<file path="config.mk">
export PLATFORM = sky130hd
export DESIGN_NAME = countdown_timer
export DESIGN_NICKNAME = d
export VERILOG_FILES = /design/src/rtl/countdown_timer_pkg.sv /design/src/rtl/countdown_timer.sv
export SDC_FILE = /design/constraint.sdc
export NUM_CORES = 1
export LEC_CHECK = 0
export BUFFER_PORTS_ARGS = -buffer_cell sky130_fd_sc_hd__buf_4
export CORE_UTILIZATION = 50
export DETAILED_ROUTE_END_ITERATION = 16
export PLACE_DENSITY = 0.75
export REMOVE_ABC_BUFFERS = 1
export SETUP_SLACK_MARGIN = 0.4
export SYNTH_ARGS = -nofsm -noshare
export SYNTH_HDL_FRONTEND = slang
export SYNTH_SLANG_ARGS = --single-unit
</file>
<file path="constraint.sdc">
create_clock -name clk -period 5.9 [get_ports clk]
set_clock_uncertainty 0.2 [all_clocks]
set_input_delay 1.18 -clock clk [delete_from_list [all_inputs] [get_ports clk]]
set_output_delay 1.18 -clock clk [all_outputs]
set_load 0.05 [all_outputs]
</file>
<file path="src/rtl/countdown_timer_pkg.sv">
// Shared timer state encoding, reused by the timer and future PWM blocks.
package countdown_timer_pkg;

  typedef enum logic [1:0] {
    IDLE    = 2'd0,
    RUN     = 2'd1,
    EXPIRED = 2'd2
  } state_t;

endpackage

</file>
<file path="src/rtl/countdown_timer.sv">
// Loadable down-counter with expiry pulse and optional auto-reload for periodic ticks.
module countdown_timer
  import countdown_timer_pkg::*;
#(
  parameter int WIDTH  = 32,
  parameter bit RELOAD = 1'b0
) (
  input  logic             clk,
  input  logic             rst_n,
  input  logic             start,
  input  logic [WIDTH-1:0] load_value,
  input  logic [7:0]       decrement,
  input  logic             enable,
  input  logic             abort,
  output logic             ready,
  output logic             busy,
  output logic             done,
  output logic [WIDTH-1:0] count
);

  state_t           state, state_next;
  logic [WIDTH-1:0] count_next;
  logic [WIDTH-1:0] reload, reload_next;
  logic             done_next;
  logic [WIDTH-1:0] step;

  assign step  = {{(WIDTH-8){1'b0}}, decrement};
  assign ready = (state == IDLE) || (state == EXPIRED);
  assign busy  = (state == RUN);

  always_ff @(posedge clk or negedge rst_n) begin
    if (!rst_n) begin
      state  <= IDLE;
      count  <= '0;
      reload <= '0;
      done   <= 1'b0;
    end else begin
      state  <= state_next;
      count  <= count_next;
      reload <= reload_next;
      done   <= done_next;
    end
  end

  always_comb begin
    state_next  = state;
    count_next  = count;
    reload_next = reload;
    done_next   = 1'b0;
    if (abort) begin
      state_next = IDLE;
      count_next = '0;
    end else begin
      case (state)
        IDLE, EXPIRED: begin
          if (start) begin
            reload_next = load_value;
            if (load_value == '0) begin
              // Zero load expires at once; with reload it must not loop on a zero period.
              count_next = '0;
              done_next  = 1'b1;
              state_next = RELOAD ? IDLE : EXPIRED;
            end else begin
              count_next = load_value;
              state_next = RUN;
            end
          end
        end
        RUN: begin
          if (enable && (step != '0)) begin
            if (count > step) begin
              count_next = count - step;
            end else begin
              done_next = 1'b1;
              if (RELOAD) begin
                count_next = reload;
              end else begin
                count_next = '0;
                state_next = EXPIRED;
              end
            end
          end
        end
        default: begin
          state_next = IDLE;
          count_next = '0;
        end
      endcase
    end
  end

endmodule

</file>
==> impl_metrics.tcl <==
set metrics [dict create \
    outcome "completed" \
    wirelength_mm 7.65 \
    yosysSeqAreaShare 0.341 \
    yosysMostFrequentCell "dfrtp_1" \
    cp.depth 9 \
    syn_area_mm2 0.00257 \
    vias_per_cell 6.26 \
    tightest_slew_ns 0.702 \
    final-max-slew-violation-count 0 \
    vias 2799 \
    fp.coreArea_mm2 0.00482 \
    cp_slowest_cell "fa_1" \
    antenna_found_initial 0 \
    fin_crit_sh 0.575 \
    grt_first_pass_wirelength_mm 12.3 \
    die_area_mm2 0.00543 \
    cp_top_family "compound AO/OA/AOI/OAI gates" \
    peakVddDrop_mv 0.154 \
    detail-route-antenna-nets 0 \
    gp_congestion 0.901 \
    synth_warnings 0 \
    fin_nets 433 \
    clkTransAtPathRegs_ns 0.07 \
    post-cts-setup-buffers 0 \
    io_buffers 79 \
    synth_edf_count 0 \
    grt_pass1_vias 2511 \
    tritoncts "done" \
    dp_cells 439 \
    r2r_cells 7 \
    start_kind "primary input" \
    drt-initial-drc-count 294 \
    fp.dieW_um 73.7 \
    drc 0 \
    finalSetupViolations 0 \
    avgSynthCellArea_um2 8.45 \
    seq_area_um2 876 \
    synthTopCellsByArea "dfrtp_1, a22oi_1, nor4_1, o21ai_0, ha_1" \
    first_pass_iters 5 \
    fillers 442 \
    async_reset_ff_frac 1.00 \
    timing.fmax_ghz 0.295 \
    cp.required_ns 5.89 \
    max_cap_viol_count 0 \
    rsz0062_at_grt "no" \
    synth_commonest_cells "dfrtp_1, nand2_1, o21ai_0" \
    r2r_slack_ns 2.97 \
    start_util 0.533 \
    worstSetupPathType "in2reg" \
    yosysTopAreaCellShare 0.341 \
    drive_above_1_share 0.271 \
    worstSkewPairLatency_ns 0.29 \
    slew_headroom 0.528 \
    powerDensity_mw_per_mm2 287 \
    fin_cells 447 \
    multi_input_comb_area_mm2 0.00157 \
    die_h_um 73.7 \
    hp-class "reg2reg" \
    synth-main-ff-cell "dfrtp_1" \
    syn_inst 304 \
    endpoint_kind "register" \
    timing.critical_path.mode_cell "a21o_1" \
    numClockSinks 35 \
    max_stage_delay_ns 0.40 \
    hold_buffers 0 \
    grt_max_degree 36 \
    cts_buffer_depth 2 \
    synth_seq_cells 35 \
    wire_per_inst_um 17.1 \
    crit_chain "buf_4, ha_1, fa_1, nand2b_1, a21o_1, a21o_1, o21ai_2, nand2_1, o31ai_1" \
    tns_ns 0 \
    path_max_fanout 15 \
    num_rows 25 \
    htreeDepth 2 \
    overflow 0 \
    yosysUniqueCellTypes 54 \
    root_buffer "clkbuf_8" \
    power.leakage_nw 1.53 \
    place.detailed.hpwl_mm 5.67 \
    grt_usage 0.296 \
    cts_made_buffers 5 \
    cp_num_buf_inv 1 \
    synth_top_cell_by_area "dfrtp_1" \
    min_period_ns 3.39 \
    syn_to_final_growth_pct 30.4 \
    diodes 0 \
    hold_viol 0 \
    cts_resized 0 \
    hold_depth 2 \
    ios 80 \
    cp.arrival_ns 3.38 \
]
worst reg2reg max path, cell delays in order, from the launching register on:
cell	delay [ns]
dfrtp_1	0.48
or4_4	0.55
or4_4	0.56
nor2_4	0.11
o21ai_2	0.07
buf_4	0.21
a21oi_1	0.43
o221ai_1	0.19
placed cells by master, fill, tap and decap left out, types with 2 or more instances in the layout:
cell,n
a21o_1,6
a21oi_1,10
a221o_1,2
a22o_1,2
a22oi_1,16
a31o_2,2
a31oi_1,5
a41oi_1,2
and2_1,2
and3_1,2
buf_4,82
bufinv_16,2
clkbuf_8,5
dfrtp_1,35
ha_1,8
inv_1,17
mux2i_1,2
nand2_1,22
nand2b_1,6
nand3_1,13
nand4_1,8
nand4b_1,2
nor2_1,20
nor3_1,2
nor4_1,19
o2111ai_1,2
o211ai_1,8
o21ai_0,21
o221ai_1,3
o31ai_1,5
o41ai_1,3
or2_2,4
or3_1,7
or4_1,5
or4_4,2
xor2_1,8
metal layers:
layer / up-vias / wire [um] / track usage
li1: 1321 / - / -
met4: 0 / 125 / 0.0812
met3: 14 / 587 / 0.0562
met5: - / 0 / 0
met2: 137 / 3410 / 0.448
met1: 1327 / 3530 / 0.431
sequential cells by signal, indices dropped and copies added (netlist names):
register and cells:
state 2, count 32, done 1
stage by stage:
step                worst slack (ns)  utilization  hold slack, ns  total power, W  instance area (um^2)
global placement                2.27        0.666           0.347        0.000695                  3210
CTS                             2.49        0.695           0.372        0.000958                  3350
finish                          2.51        0.695           0.367        0.000960                  3350
floorplan                      0.628            -           0.347        0.000564                  2500
detailed placement              2.22        0.666           0.355        0.000697                  3210
global route                    2.36        0.695           0.401         0.00101                  3350
logic make-up (layout without fill, tap and decap cells):
family                     Yosys count  in the layout  synth area share
and+or+nand+nor                    120            120             0.256
AOI/OAI and AO/OA                   98             98             0.267
DFF                                 35             35             0.341
buffers and inverters               31            107            0.0512
adders and majority gates            9              9            0.0468
xor gates and xnor gates             9              9            0.0307
muxes                                2              2           0.00780
worst paths after layout:
check,start,to
setup / recovery,decrement[0],count[7]$_DFFE_PN0P_
hold / removal,count[0]$_DFFE_PN0P_,count[0]$_DFFE_PN0P_
setup reg to reg,count[23]$_DFFE_PN0P_,count[14]$_DFFE_PN0P_
hold reg to reg,count[0]$_DFFE_PN0P_,count[0]$_DFFE_PN0P_
max in group asynchronous,rst_n,count[1]$_DFFE_PN0P_
min in group asynchronous,rst_n,count[10]$_DFFE_PN0P_
where the power goes:
part | switching (W) | internal, W
Sequential | 0.0000342 | 0.000263
Clock | 0.0000918 | 0.000169
Combinational | 0.000260 | 0.000142
Total | 0.000386 | 0.000574
layout make-up:
cell class                      count  area share
Multi-Input combinational cell    238       0.470
Sequential cell                    35       0.262
Timing Repair Buffer               82       0.184
Tap cell                           67      0.0250
Clock buffer                        5      0.0206
Clock inverter                      3      0.0202
Inverter                           17      0.0191
Note: power is estimated with default switching activity, not from simulation.
